<file path="src/rtl/multicycle_ctrl_pkg.sv">
// rtl/multicycle_ctrl_pkg.sv - shared encodings for the multi-cycle MIPS-subset sequencer
package multicycle_ctrl_pkg;

    typedef enum logic [2:0] {
        ST_IDLE   = 3'd0,
        ST_FETCH  = 3'd1,
        ST_DECODE = 3'd2,
        ST_EXEC   = 3'd3,
        ST_MEM    = 3'd4,
        ST_WB     = 3'd5
    } state_e;

    localparam logic [1:0] NPC_PC4  = 2'b00;
    localparam logic [1:0] NPC_BR   = 2'b01;
    localparam logic [1:0] NPC_JUMP = 2'b10;
    localparam logic [1:0] NPC_RS   = 2'b11;

    localparam logic [1:0] MW_NONE = 2'b00;
    localparam logic [1:0] MW_SW   = 2'b01;
    localparam logic [1:0] MW_SB   = 2'b11;
    localparam logic [1:0] MW_SH   = 2'b10;

    localparam logic [2:0] RW_NONE = 3'b000;
    localparam logic [2:0] RW_WORD = 3'b001;
    localparam logic [2:0] RW_SEXT = 3'b010;
    localparam logic [2:0] RW_ZEXT = 3'b100;

    localparam logic [1:0] M2R_ALU  = 2'b00;
    localparam logic [1:0] M2R_MDR  = 2'b01;
    localparam logic [1:0] M2R_LINK = 2'b10;

    localparam logic [5:0] OP_RTYPE  = 6'h00;
    localparam logic [5:0] OP_REGIMM = 6'h01;
    localparam logic [5:0] OP_J      = 6'h02;
    localparam logic [5:0] OP_JAL    = 6'h03;
    localparam logic [5:0] OP_BEQ    = 6'h04;
    localparam logic [5:0] OP_BNE    = 6'h05;
    localparam logic [5:0] OP_BLEZ   = 6'h06;
    localparam logic [5:0] OP_BGTZ   = 6'h07;
    localparam logic [5:0] OP_ADDI   = 6'h08;
    localparam logic [5:0] OP_ADDIU  = 6'h09;
    localparam logic [5:0] OP_SLTI   = 6'h0A;
    localparam logic [5:0] OP_SLTIU  = 6'h0B;
    localparam logic [5:0] OP_ANDI   = 6'h0C;
    localparam logic [5:0] OP_ORI    = 6'h0D;
    localparam logic [5:0] OP_XORI   = 6'h0E;
    localparam logic [5:0] OP_LUI    = 6'h0F;
    localparam logic [5:0] OP_LB     = 6'h20;
    localparam logic [5:0] OP_LH     = 6'h21;
    localparam logic [5:0] OP_LW     = 6'h23;
    localparam logic [5:0] OP_LBU    = 6'h24;
    localparam logic [5:0] OP_LHU    = 6'h25;
    localparam logic [5:0] OP_SB     = 6'h28;
    localparam logic [5:0] OP_SH     = 6'h29;
    localparam logic [5:0] OP_SW     = 6'h2B;

    localparam logic [5:0] F_SLL  = 6'h00;
    localparam logic [5:0] F_SRL  = 6'h02;
    localparam logic [5:0] F_SRA  = 6'h03;
    localparam logic [5:0] F_SLLV = 6'h04;
    localparam logic [5:0] F_SRLV = 6'h06;
    localparam logic [5:0] F_SRAV = 6'h07;
    localparam logic [5:0] F_JR   = 6'h08;
    localparam logic [5:0] F_JALR = 6'h09;
    localparam logic [5:0] F_ADD  = 6'h20;
    localparam logic [5:0] F_ADDU = 6'h21;
    localparam logic [5:0] F_SUB  = 6'h22;
    localparam logic [5:0] F_SUBU = 6'h23;
    localparam logic [5:0] F_AND  = 6'h24;
    localparam logic [5:0] F_OR   = 6'h25;
    localparam logic [5:0] F_XOR  = 6'h26;
    localparam logic [5:0] F_NOR  = 6'h27;
    localparam logic [5:0] F_SLT  = 6'h2A;
    localparam logic [5:0] F_SLTU = 6'h2B;

    typedef enum logic [3:0] {
        CL_ALU, CL_LOAD, CL_STORE, CL_BRANCH, CL_J, CL_JAL, CL_JR, CL_JALR, CL_ILLEGAL
    } iclass_e;

    typedef enum logic [2:0] {BR_EQ, BR_NE, BR_LEZ, BR_GTZ, BR_LTZ, BR_GEZ} br_kind_e;

    typedef enum logic [1:0] {W_BYTE, W_HALF, W_WORD} mem_width_e;

    typedef struct packed {
        iclass_e    cls;
        mem_width_e width;
        logic       sext;
        br_kind_e   br;
    } iclass_t;

    localparam iclass_t ICLASS_NONE = '{cls: CL_ILLEGAL, width: W_WORD, sext: 1'b0, br: BR_EQ};

    function automatic logic branch_taken(input br_kind_e kind, input logic zero, input logic sign);
        case (kind)
            BR_EQ:   return zero;
            BR_NE:   return ~zero;
            BR_LEZ:  return sign | zero;
            BR_GTZ:  return ~sign & ~zero;
            BR_LTZ:  return sign;
            BR_GEZ:  return ~sign;
            default: return 1'b0;
        endcase
    endfunction

    function automatic logic [1:0] store_code(input mem_width_e width);
        case (width)
            W_BYTE:  return MW_SB;
            W_HALF:  return MW_SH;
            default: return MW_SW;
        endcase
    endfunction

    function automatic logic [2:0] load_code(input mem_width_e width, input logic sext);
        if (width == W_WORD) return RW_WORD;
        return sext ? RW_SEXT : RW_ZEXT;
    endfunction

endpackage

</file>
<file path="src/rtl/multicycle_ctrl_instr_class_decode.sv">
// rtl/multicycle_ctrl_instr_class_decode.sv - combinational op/funct/rt to instruction class
module multicycle_ctrl_instr_class_decode
    import multicycle_ctrl_pkg::*;
(
    input  logic [5:0] op_i,
    input  logic [5:0] funct_i,
    input  logic [4:0] rt_i,
    output iclass_t    ic_o
);

    // Only rt[0] distinguishes bltz from bgez; the rest of the field is a register number.
    logic rt_hi_unused;
    assign rt_hi_unused = ^rt_i[4:1];

    // Classify the held IR fields; anything not listed is illegal.
    always_comb begin
        ic_o = ICLASS_NONE;
        case (op_i)
            OP_RTYPE: begin
                case (funct_i)
                    F_JR:   ic_o.cls = CL_JR;
                    F_JALR: ic_o.cls = CL_JALR;
                    F_SLL, F_SRL, F_SRA, F_SLLV, F_SRLV, F_SRAV,
                    F_ADD, F_ADDU, F_SUB, F_SUBU, F_AND, F_OR,
                    F_XOR, F_NOR, F_SLT, F_SLTU:
                            ic_o.cls = CL_ALU;
                    default: ic_o.cls = CL_ILLEGAL;
                endcase
            end
            OP_REGIMM: begin
                ic_o.cls = CL_BRANCH;
                ic_o.br  = rt_i[0] ? BR_GEZ : BR_LTZ;
            end
            OP_J:    ic_o.cls = CL_J;
            OP_JAL:  ic_o.cls = CL_JAL;
            OP_BEQ:  begin ic_o.cls = CL_BRANCH; ic_o.br = BR_EQ;  end
            OP_BNE:  begin ic_o.cls = CL_BRANCH; ic_o.br = BR_NE;  end
            OP_BLEZ: begin ic_o.cls = CL_BRANCH; ic_o.br = BR_LEZ; end
            OP_BGTZ: begin ic_o.cls = CL_BRANCH; ic_o.br = BR_GTZ; end
            OP_ADDI, OP_ADDIU, OP_SLTI, OP_SLTIU, OP_ANDI, OP_ORI, OP_XORI, OP_LUI:
                     ic_o.cls = CL_ALU;
            OP_LB:   begin ic_o.cls = CL_LOAD; ic_o.width = W_BYTE; ic_o.sext = 1'b1; end
            OP_LH:   begin ic_o.cls = CL_LOAD; ic_o.width = W_HALF; ic_o.sext = 1'b1; end
            OP_LW:   begin ic_o.cls = CL_LOAD; ic_o.width = W_WORD; end
            OP_LBU:  begin ic_o.cls = CL_LOAD; ic_o.width = W_BYTE; end
            OP_LHU:  begin ic_o.cls = CL_LOAD; ic_o.width = W_HALF; end
            OP_SB:   begin ic_o.cls = CL_STORE; ic_o.width = W_BYTE; end
            OP_SH:   begin ic_o.cls = CL_STORE; ic_o.width = W_HALF; end
            OP_SW:   begin ic_o.cls = CL_STORE; ic_o.width = W_WORD; end
            default: ic_o.cls = CL_ILLEGAL;
        endcase
    end

endmodule

</file>
<file path="src/rtl/multicycle_ctrl.sv">
// rtl/multicycle_ctrl.sv - multi-cycle instruction sequencer with shared memory port
module multicycle_ctrl
    import multicycle_ctrl_pkg::*;
#(
    parameter int ST_W  = 3,
    parameter int CNT_W = 32
) (
    input  logic             clk,
    input  logic             rst,
    input  logic [5:0]       op,
    input  logic [5:0]       funct,
    input  logic [4:0]       rt,
    input  logic             Zero,
    input  logic             Sign,
    input  logic             mem_ready,
    output logic             mem_req,
    output logic             mem_ifetch,
    output logic [1:0]       MemWrite,
    output logic             IRWrite,
    output logic             PCWrite,
    output logic [1:0]       NPCOp,
    output logic [2:0]       RegWrite,
    output logic [1:0]       MemtoReg,
    output logic             illegal,
    output logic             retire,
    output logic [ST_W-1:0]  state,
    output logic [CNT_W-1:0] retired_cnt
);

    state_e             state_q, state_d;
    iclass_t            cls_q, cls_d;
    iclass_t            dec_ic;
    logic [CNT_W-1:0]   cnt_q, cnt_d;

    multicycle_ctrl_instr_class_decode u_decode (
        .op_i    (op),
        .funct_i (funct),
        .rt_i    (rt),
        .ic_o    (dec_ic)
    );

    // State, latched instruction class and retire counter.
    always_ff @(posedge clk) begin
        if (rst) begin
            state_q <= ST_IDLE;
            cls_q   <= ICLASS_NONE;
            cnt_q   <= '0;
        end else begin
            state_q <= state_d;
            cls_q   <= cls_d;
            cnt_q   <= cnt_d;
        end
    end

    // Next state; the class is captured leaving DECODE so later IR-bus changes are ignored.
    always_comb begin
        state_d = state_q;
        cls_d   = (state_q == ST_DECODE) ? dec_ic : cls_q;
        cnt_d   = cnt_q + CNT_W'(retire);
        case (state_q)
            ST_IDLE:  state_d = ST_FETCH;
            ST_FETCH: if (mem_ready) state_d = ST_DECODE;
            ST_DECODE: begin
                case (dec_ic.cls)
                    CL_J, CL_JR, CL_ILLEGAL: state_d = ST_FETCH;
                    CL_JAL, CL_JALR:         state_d = ST_WB;
                    default:                 state_d = ST_EXEC;
                endcase
            end
            ST_EXEC: begin
                case (cls_q.cls)
                    CL_ALU:            state_d = ST_WB;
                    CL_LOAD, CL_STORE: state_d = ST_MEM;
                    default:           state_d = ST_FETCH;
                endcase
            end
            ST_MEM: if (mem_ready) state_d = (cls_q.cls == CL_LOAD) ? ST_WB : ST_FETCH;
            ST_WB:   state_d = ST_FETCH;
            default: state_d = ST_IDLE;
        endcase
    end

    // Per-cycle strobes; DECODE uses the live decode, later states the latched class.
    always_comb begin
        mem_req    = 1'b0;
        mem_ifetch = 1'b0;
        MemWrite   = MW_NONE;
        IRWrite    = 1'b0;
        PCWrite    = 1'b0;
        NPCOp      = NPC_PC4;
        RegWrite   = RW_NONE;
        MemtoReg   = M2R_ALU;
        illegal    = 1'b0;
        retire     = 1'b0;
        case (state_q)
            ST_FETCH: begin
                mem_req    = 1'b1;
                mem_ifetch = 1'b1;
                if (mem_ready) begin
                    IRWrite = 1'b1;
                    PCWrite = 1'b1;
                end
            end
            ST_DECODE: begin
                case (dec_ic.cls)
                    CL_J:       begin PCWrite = 1'b1; NPCOp = NPC_JUMP; retire = 1'b1; end
                    CL_JAL:     begin PCWrite = 1'b1; NPCOp = NPC_JUMP; end
                    CL_JR:      begin PCWrite = 1'b1; NPCOp = NPC_RS;   retire = 1'b1; end
                    CL_JALR:    begin PCWrite = 1'b1; NPCOp = NPC_RS;   end
                    CL_ILLEGAL: illegal = 1'b1;
                    default:    ;
                endcase
            end
            ST_EXEC: begin
                if (cls_q.cls == CL_BRANCH) begin
                    retire = 1'b1;
                    if (branch_taken(cls_q.br, Zero, Sign)) begin
                        PCWrite = 1'b1;
                        NPCOp   = NPC_BR;
                    end
                end
            end
            ST_MEM: begin
                mem_req = 1'b1;
                if (cls_q.cls == CL_STORE) begin
                    MemWrite = store_code(cls_q.width);
                    retire   = mem_ready;
                end
            end
            ST_WB: begin
                retire = 1'b1;
                case (cls_q.cls)
                    CL_LOAD: begin
                        RegWrite = load_code(cls_q.width, cls_q.sext);
                        MemtoReg = M2R_MDR;
                    end
                    CL_JAL, CL_JALR: begin
                        RegWrite = RW_WORD;
                        MemtoReg = M2R_LINK;
                    end
                    default: RegWrite = RW_WORD;
                endcase
            end
            default: ;
        endcase
    end

    assign state       = ST_W'(state_q);
    assign retired_cnt = cnt_q;

endmodule

</file>
<file path="config.mk">
export PLATFORM = sky130hd
export DESIGN_NAME = multicycle_ctrl
export DESIGN_NICKNAME = d
export VERILOG_FILES = /design/src/rtl/multicycle_ctrl_pkg.sv /design/src/rtl/multicycle_ctrl_instr_class_decode.sv /design/src/rtl/multicycle_ctrl.sv
export SDC_FILE = /design/constraint.sdc
export NUM_CORES = 1
export LEC_CHECK = 0
export ABC_AREA = 1
export BUFFER_PORTS_ARGS = -buffer_cell sky130_fd_sc_hd__buf_4
export CAP_MARGIN = 30
export CELL_PAD_IN_SITES_DETAIL_PLACEMENT = 0
export CELL_PAD_IN_SITES_GLOBAL_PLACEMENT = 1
export CORE_ASPECT_RATIO = 2
export CORE_UTILIZATION = 32
export CTS_CLUSTER_DIAMETER = 50
export CTS_CLUSTER_SIZE = 40
export DETAILED_ROUTE_END_ITERATION = 10
export GPL_TIMING_DRIVEN = 0
export PLACE_DENSITY_LB_ADDON = 0.25
export SLEW_MARGIN = 10
export SYNTH_ARGS = -nofsm -noshare
export SYNTH_HDL_FRONTEND = slang
export SYNTH_SLANG_ARGS = --single-unit
</file>
<file path="constraint.sdc">
create_clock -name clk -period 2.5 [get_ports clk]
set_input_delay 0.25 -clock clk [delete_from_list [all_inputs] [get_ports clk]]
set_output_delay 0.25 -clock clk [all_outputs]
set_load 0.03 [all_outputs]
</file>
After elaboration in Yosys (flattened, before gate mapping):

Memories as Yosys holds them, arrays and structs flattened.
Cells that the tools add are included.

* bits in registers: 45
* ROM bits: 256
* input port bits: 22
* logic and storage cells: 127
* memories kept: 1

Memories
* (no name shown): words 64, bits a word 4, read ports 1, clocked after Yosys merged registers in 0, wr ports 0, RTL line multicycle_ctrl_instr_class_decode.sv:20 `case (funct_i)`

* add/subtract/negate cells: 1
* eq/ne operators: 47
* multiplexer cells: 45
* bitwise operators: 4
* reductions and logical operators: 23

Operators with widths (count)
* $eq 6x4->1 const B: 8
* $eq 6x6->1 const B: 8
* $add 32x1->32: 1
* $pmux 4 s7: 1
* $eq 4x3->1 const B: 6
* $eq 6x3->1 const B: 4
* $mux 3: 8
* $mux 1: 21
* $pmux 2 s2: 5
* $reduce_or 2->1: 9
* $pmux 3 s5: 1
* $eq 3x2->1 const B: 4
* $eq 3x3->1 const B: 4
* $eq 6x2->1 const B: 2
* $pmux 3 s2: 2
* $pmux 3 s4: 1
* $reduce_or 3->1: 4
* $reduce_or 5->1: 2
* $eq 4x2->1 const B: 2
* $reduce_or 8->1: 1
* $eq 3x1->1 const B: 2
* $eq 6x1->1 const B: 1
* $logic_not 3->1: 2
* $logic_not 6->1: 1
* other kinds (16): 20

Logic depth before layout (Yosys ltp):

Gate-level depths: netlist of the first run.

* depth in word-level cells: 8
* gate-level depth with buffers: 20
* mapped depth without buffers: 20

Cells and area by module:

Synthesis of the first run repeated with hierarchy kept, for this count alone.

* cell total of the unflattened synthesis: 457
* area total of the unflattened synthesis: 2787.7 um^2

Modules (own cells, without submodules)
* multicycle_ctrl: instances 1, cells each 399, area each 2511.2 um^2, sequential area each 900.9 um^2
* multicycle_ctrl_instr_class_decode: instances 1, cells each 58, area each 276.5 um^2, sequential area each 0.0 um^2

Worst setup path after synthesis of the first run:

Ideal clock, no wire load.

* kind: register to register
* from: register state_q[1] (netlist: state[1])
* to: register cnt_q[16] (netlist: retired_cnt[16])
* arrival time: 2.796 ns
* required time: 2.372 ns
* slack: -0.424 ns
* stages on the path, launching flop included: 17
* path through: dfxtp_1 -> nand2_1 -> nor2_2 -> nand2_1 -> inv_1 -> nand2_1 -> nand2_1 -> ha_1 -> ha_1 -> nand2_2 -> nor2_8 -> nand2_2 -> nor2_2 -> inv_2 -> nor2_1 -> xor2_1 -> nor2_1

* longest elaborated chain between the ends: 3
* elaborated cells on any way between the ends: 6
* those cells by class: 1 x add/sub; 4 x eq/ne; 1 x mux

RTL lines
* from (decl): RTL line multicycle_ctrl.sv:30 `state_e state_q, state_d;`
* from (signal assigned): RTL line multicycle_ctrl.sv:49 `state_q <= state_d;`
* $eq 3x3->1 or $eq 3x2->1 (tied branches): RTL line multicycle_ctrl.sv:95 `case (state_q)`
* $pmux 1 s4 *: RTL line multicycle_ctrl.sv:95
* named net retire: RTL line multicycle_ctrl.sv:25 `output logic retire,`
* $add 32x1->32 *: RTL line multicycle_ctrl.sv:59 `cnt_d = cnt_q + CNT_W'(retire);`
* to (signal assigned): RTL line multicycle_ctrl.sv:51 `cnt_q <= cnt_d;`
* to (decl): RTL line multicycle_ctrl.sv:33 `logic [CNT_W-1:0] cnt_q, cnt_d;`

The timed path passes the listed nets; every way through them passes the cells marked *.
A chain may end at the register's enable or synchronous reset.

Worst setup path in the final report of the first run:

* from: input port op[3]
* to: register cnt_q[16] (netlist: retired_cnt[16])

* longest elaborated chain between the ends: 8
* elaborated cells on any way between the ends: 35
* those cells by class: 1 x add/sub; 25 x eq/ne; 3 x mux; 6 x reduce/logical

RTL lines
* from (decl): RTL line multicycle_ctrl.sv:10 `input logic [5:0] op,`
* $eq 6x4->1 (tied with other cells): RTL line multicycle_ctrl_instr_class_decode.sv:18 `case (op_i)`
* $reduce_or 8->1 (tied with other cells): RTL line multicycle_ctrl_instr_class_decode.sv:18
* $pmux 4 s7 *: RTL line multicycle_ctrl_instr_class_decode.sv:18
* $eq 4x3->1: RTL line multicycle_ctrl.sv:105 `case (dec_ic.cls)`
* $reduce_or 2->1 (no source line) *
* $mux 1 *: RTL line multicycle_ctrl.sv:105
* $pmux 1 s4 *: RTL line multicycle_ctrl.sv:95
* $add 32x1->32 *: RTL line multicycle_ctrl.sv:59

Every way passes the cells marked *; elsewhere a longest branch is shown, timed or not.

==> impl_metrics.toml, run 1 <==
[worst_setup_path]
crit_buf_inv = 4
critical_path.cell_chain = "buf_4 > nor2_4 > nand3_2 > inv_2 > nand2_1 > nand2_2 > nand2_2 > inv_2 > nand2_1 > nand2_4 > ha_4 > ha_4 > nand2_4 > nor2_8 > nand2_2 > nor2_4 > inv_2 > nor2_1 > xor2_1 > nor2_1"
worst-path-stages = 20
r2r_cells = 15
cp_max_fo = 5
slowest_stage = "nor2_8"
critical_path_class = "primary input to flop"
critical_path_arrival_ns = 2.48
required_ns = 2.66
critPathCaptureType = "flop"
start_kind = "primary input"
crit_family = "simple AND/OR/NAND/NOR gates"
critical_path.max_stage_delay_ns = 0.17

[logic_synthesis]
synthMuxAreaShare_pct = 0
syn_avg_cell_area_sq_um = 6.18
yosysWarnings = 0
synth-edff-count = 0
synthAdderAreaFrac_pct = 0.924
ys_seq_area_share_pct = 33.3
yosys.area_share.simple_pct = 42.6
synth_compound_area_share_pct = 11.4
ys_types = 34
syn_inst = 438
synth_ff_type = "dfxtp_1"
synth_top_family_by_area = "simple AND/OR/NAND/NOR gates"
synth_nets = 462
synth_xor_xnor_area_share_pct = 2.26
yosys_register_bits = 45
syn_area_sq_um = 2710
synthArstFlopShare_pct = 0

[timing]
max_freq_ghz = 0.430
maxSlewViolCount = 0
tightest_slew_ns = 0.625
post-route-period-util_pct = 93.0
fin_skew_ns = 0.00416
min_period_ns = 2.32
setup_viol = 0
holdWs_ns = 0.261
maxSlewHeadroom_pct = 58.0
hold_viol_final = 0

[power]
p_leak_nw = 1.52
pwr-share-seq_pct = 45.0
switching_share_pct = 27.7
power.share.clock_pct = 39.1
p_total_mw = 1.71
p_switching_uw = 474
max-vdd-ir-drop_uv = 291
power.internal_mw = 1.24
power.density_nw_per_um2 = 466
combPwrFrac_pct = 15.9

[grt]
grt_pass1_vias = 2978
grt_max_degree = 13
grt_overflow = 0
track_usage_pct = 21.8
grtUsageMet1_pct = 18.5
grtUsageMet3_pct = 2.77
antenna_found_initial = 0
grt_use_met2_pct = 43.9
busiest_layer = "met2"
grt_pass1_wl_microns = 14200

[place]
hpwl_microns = 7410
port_buffers = 67
place.gp.congestion = 0.932

[route]
wl_microns = 9120
firstDrtPassIters = 6
drcViolationCount = 0
ant_nets = 0
drt_iter0_drc = 193
wire_per_inst_microns = 14.7
drt-vias-per-instance = 4.96
vias = 3068

[finish]
diodes = 0
finalNetCount = 545
syn2layout_area_growth_pct = 35.4
mostFrequentLayoutCells = "nand2_1 (107), buf_4 (76), inv_1 (59)"
mostFrequentLayoutCell = "nand2_1"
drive_gt1_share_pct = 22.8

[die]
io_pins = 72
initial_core_util_pct = 32.9
die_width_microns = 67.1
die_h_microns = 132
die-area_sq_um = 8860
rows = 47
fp.coreArea_sq_um = 8230

[cts]
clock_sinks = 45
clkLatencyLatePin_ns = 0.29
root_buffer = "clkbuf_16"
cts_max_level = 2
cts_hold_buf = 0
cts_tree = "yes"
cts_made_buffers = 5
ctsLongestPathBuffers = 2
path_clk_slew_ns = 0.06

[job]
cap_violations = 0

[run_status]
status = "finished clean"

[min_path]
hold_class = "primary input to flop"
min_path_cells = 3
synth_stat cells, types with 2 or more instances:
master | count | share of area, %
nand2_1 | 111 | 15
nor2_1 | 64 | 8.9
inv_1 | 62 | 8.6
dfxtp_1 | 45 | 33
nand3_1 | 36 | 6.7
a21oi_1 | 33 | 6.1
o21ai_0 | 14 | 2.6
nor3_1 | 13 | 2.4
nand4_1 | 10 | 2.3
nor2_2 | 5 | 1.2
xor2_1 | 5 | 1.6
clkbuf_1 | 4 | 0.55
nand3b_1 | 4 | 1.1
nand2_2 | 3 | 0.69
a31oi_1 | 2 | 0.46
and3_1 | 2 | 0.46
ha_1 | 2 | 0.92
inv_2 | 2 | 0.28
nand3_2 | 2 | 0.74
o211ai_1 | 2 | 0.55
o21bai_1 | 2 | 0.55
or2_0 | 2 | 0.46
xnor2_1 | 2 | 0.65
kinds of logic after synthesis:
| group | after synthesis |
|---|---|
| buffers and inverters | 69 |
| AOI/OAI and AO/OA | 57 |
| DFF | 45 |
| adders and majority gates | 2 |
| xor gates and xnor gates | 7 |
| and+or+nand+nor | 258 |
cell type report:
class                           count  area (sq um)
Inverter                           64           243
Buffer                              5          20.0
Sequential cell                    45           907
Timing Repair Buffer               76           571
Multi-Input combinational cell    324          1660
Tap cell                           98           123
Fill cell                         894          4570
Clock buffer                        7           143
power groups by stage:
stage	Sequential [mW]	Clock, mW	Combinational [mW]
floorplan	0.789	0	0.145
global placement	0.782	0	0.252
detailed placement	0.783	0	0.253
CTS	0.768	0.688	0.265
global route	0.773	0.716	0.299
finish	0.770	0.668	0.271
worst min-delay path: stages:
cell	delay (ns)
buf_4	0.11
nand4_1	0.08
a31oi_1	0.06
final timing paths:
check | startpoint | to | slack, ns
worst max-delay path | op[3] | retired_cnt[16] | 0.18
worst min-delay path | rt[0] | cls_q[0] | 0.26
worst max register to register | cls_q[8] | retired_cnt[16] | 0.18
worst min register to register | retired_cnt[31] | retired_cnt[31] | 0.49
repair_timing:
item                                    in CTS  in global routing
gates resized for setup                      6                 16
setup buffers                                6                  3
pin swaps                                    5                  9
endpoints found under the setup margin       6                 10
state kept, by name (all words and copies together), names as in the netlist:
register / flops
cls_q: 10
retired_cnt: 32
state: 3
metal layers:
| metal | part of all wire, % | up-vias |
|---|---|---|
| met1 | 32 | 1379 |
| met4 | 6.0 | 0 |
| met2 | 58 | 85 |
| met3 | 3.6 | 26 |
| met5 | 0 | - |
| li1 | - | 1578 |
metrics by stage:
step / worst slack, ns / TNS [ns] / utilization [%] / instance area [sq um] / instances
floorplan: 0.0148 / 0 / - / 2760 / 438
global placement: -0.437 / -3.76 / 41.1 / 3380 / 603
detailed placement: -0.438 / -3.85 / 41.1 / 3380 / 603
CTS: 0.0000167 / 0 / 43.6 / 3590 / 616
global route: -0.0284 / -0.0284 / 44.5 / 3670 / 619
finish: 0.176 / 0 / 44.5 / 3670 / 619
(Power assumes the default switching activity.)
==> run 2, diff against run 1 <==
GPL_TIMING_DRIVEN = unset   (was 0)
SLEW_MARGIN = unset   (was 10)
==> run 2 against run 1 <==
  * Total power increased by 11%
  * Setup slack worse by 0.011 ns
  * Hold slack got worse by 0.0089 ns
  * Core utilization is 1.9 points higher
  * Non-clock buffer count rose by 18
  * Wire length decreased by 2.3%
  * Global-route usage is 0.81 points lower
  * Fmax decreased by 0.48%
  * Final cell count increased by 3.1%
  * Clock skew about the same
  * Count of clock-buffer cells in the layout decreased by 2
  * Combinational power is essentially flat
==> impl_metrics.toml, run 2 (synthesis results as in run 1) <==
[finish]
largest_reg_flops = 32
final_util_pct = 46.4
finalNetCount = 563
syn2layout_area_growth_pct = 41.1
diodes = 0
mostFrequentLayoutCell = "nand2_1"
layout.cells.non_filler = 638
finalInstanceArea_sq_um = 3820
mostFrequentLayoutCells = "nand2_1 (109), buf_4 (99), inv_1 (60)"
drive_gt1_share_pct = 25.4

[worst_setup_path]
critical_path_class = "flop to flop"
crit_end = "retired_cnt[8]"
start_kind = "flop"
required_ns = 2.67
crit_buf_inv = 3
critical_path_arrival_ns = 2.50
critPathCaptureType = "flop"
critical_path.cell_chain = "inv_2 > nand2_2 > nor2_4 > nand2_1 > nor2_2 > a211oi_1 > nand2_4 > ha_4 > ha_2 > nand2_2 > nor2_8 > nand2_2 > nor2_4 > inv_2 > buf_4 > xor2_1 > nor2_1"
crit_family = "simple AND/OR/NAND/NOR gates"
setup.worst_path.start = "state[2]"
cp_common_cell = "nand2_2"
slowest_stage = "dfxtp_2"
r2r_cells = 17
r2r_slack_ns = 0.16
r2r-end = "retired_cnt[8]"
critical_path.max_stage_delay_ns = 0.38
cp_max_fo = 4
worst-path-stages = 17
crit-reg2reg-launch = "state[2]"

[power]
p_total_mw = 1.90
max-vdd-ir-drop_uv = 320
p_leak_nw = 1.63
power.density_nw_per_um2 = 496

[die]
initial_core_util_pct = 32.9
die_width_microns = 67.1
fp.coreArea_sq_um = 8230
rows = 47
io_pins = 72
die_h_microns = 132
die-area_sq_um = 8860

[route]
drt_iter0_drc = 182
ant_nets = 0
wl_microns = 8910
vias = 3155
drt-vias-per-instance = 4.95
wire_per_inst_microns = 14.0
drcViolationCount = 0
firstDrtPassIters = 6

[cts]
clkLatencyLatePin_ns = 0.29
cts_resized = 0
cts_max_level = 2
cts_made_buffers = 5
cts_tree = "yes"
root_buffer = "clkbuf_16"
ctsLongestPathBuffers = 2
clock_sinks = 45
path_clk_slew_ns = 0.07
cts_hold_buf = 0
cts_setup_buffers = 0

[place]
post-place-cells = 630
place.gp.congestion = 0.878
hpwl_microns = 7360
place_area_sq_um = 3600
port_buffers = 67

[timing]
max_freq_ghz = 0.428
fin_skew_ns = 0.00447
maxSlewViolCount = 0
min_period_ns = 2.34
maxSlewHeadroom_pct = 59.6
post-route-period-util_pct = 93.4
fin_setup_tns_ns = 0
setup_viol = 0
tightest_slew_ns = 0.601
hold_viol_final = 0

[grt]
antenna_found_initial = 0
grt_max_degree = 32
grt_pass1_wl_microns = 13800
track_usage_pct = 21.0
grt_pass1_vias = 2986
grt_overflow = 0

[run_status]
status = "finished clean"

[job]
cap_violations = 0

[min_path]
hold_class = "primary input to flop"
min_path_cells = 3
## run 2: cell types whose count changed in the layout (fill, tap and decap cells not counted), sizes merged
| cell | delta |
|---|---|
| clkinv | +1 |
| clkbuf | -6 |
| bufinv | +2 |
| buf | +22 |
## run 2: final cells by class
cell class	instances	area (sq um)
clock inverters	3	65.1
fillers	923	4410
clock buffers	5	125
well taps	98	123
repair buffers	99	743
inverters	64	240
flip-flops and latches	45	905
multi-input cells	324	1620
## run 2: how the worst min path moves through the flow
stage | start | end | slack (ns)
2_1_floorplan | op[1] | cls_q[1] | 0.41
3_3_place_gp | cls_q[8] | cls_q[8] | 0.47
3_5_place_dp | cls_q[8] | cls_q[8] | 0.47
4_1_cts | rt[0] | cls_q[0] | 0.25
5_1_grt | rt[0] | cls_q[0] | 0.28
6_report | rt[0] | cls_q[0] | 0.25
## run 2: per-stage QoR
step	setup slack [ns]	hold WS (ns)
2_1_floorplan	0.0148	0.413
3_3_place_gp	-0.0465	0.467
3_5_place_dp	-0.0668	0.468
4_1_cts	0.0654	0.253
5_1_grt	-0.00770	0.276
6_report	0.164	0.252
## run 2: worst register-to-register path, stage by stage, from the launching register on
cell      delay, ns
dfxtp_2        0.38
inv_2          0.07
nand2_2        0.11
nor2_4         0.06
nand2_1        0.07
nor2_2         0.04
a211oi_1       0.33
nand2_4        0.12
ha_4           0.17
ha_2           0.17
nand2_2        0.13
nor2_8         0.06
nand2_2        0.10
nor2_4         0.04
inv_2          0.08
buf_4          0.11
xor2_1         0.14
nor2_1         0.05
## run 2: routing by layer
metal	track usage [%]	vias up	routed length [microns]
li1	-	1613	-
met1	17.9	1442	2910
met2	41.8	80	5280
met3	2.85	20	262
met4	12.3	0	459
met5	0	-	0
## run 2: power by group
group	internal (mW)	switching [mW]	total, mW
registers	0.742	0.0264	0.769
logic	0.102	0.167	0.269
clock network	0.571	0.287	0.858
total	1.42	0.481	1.90
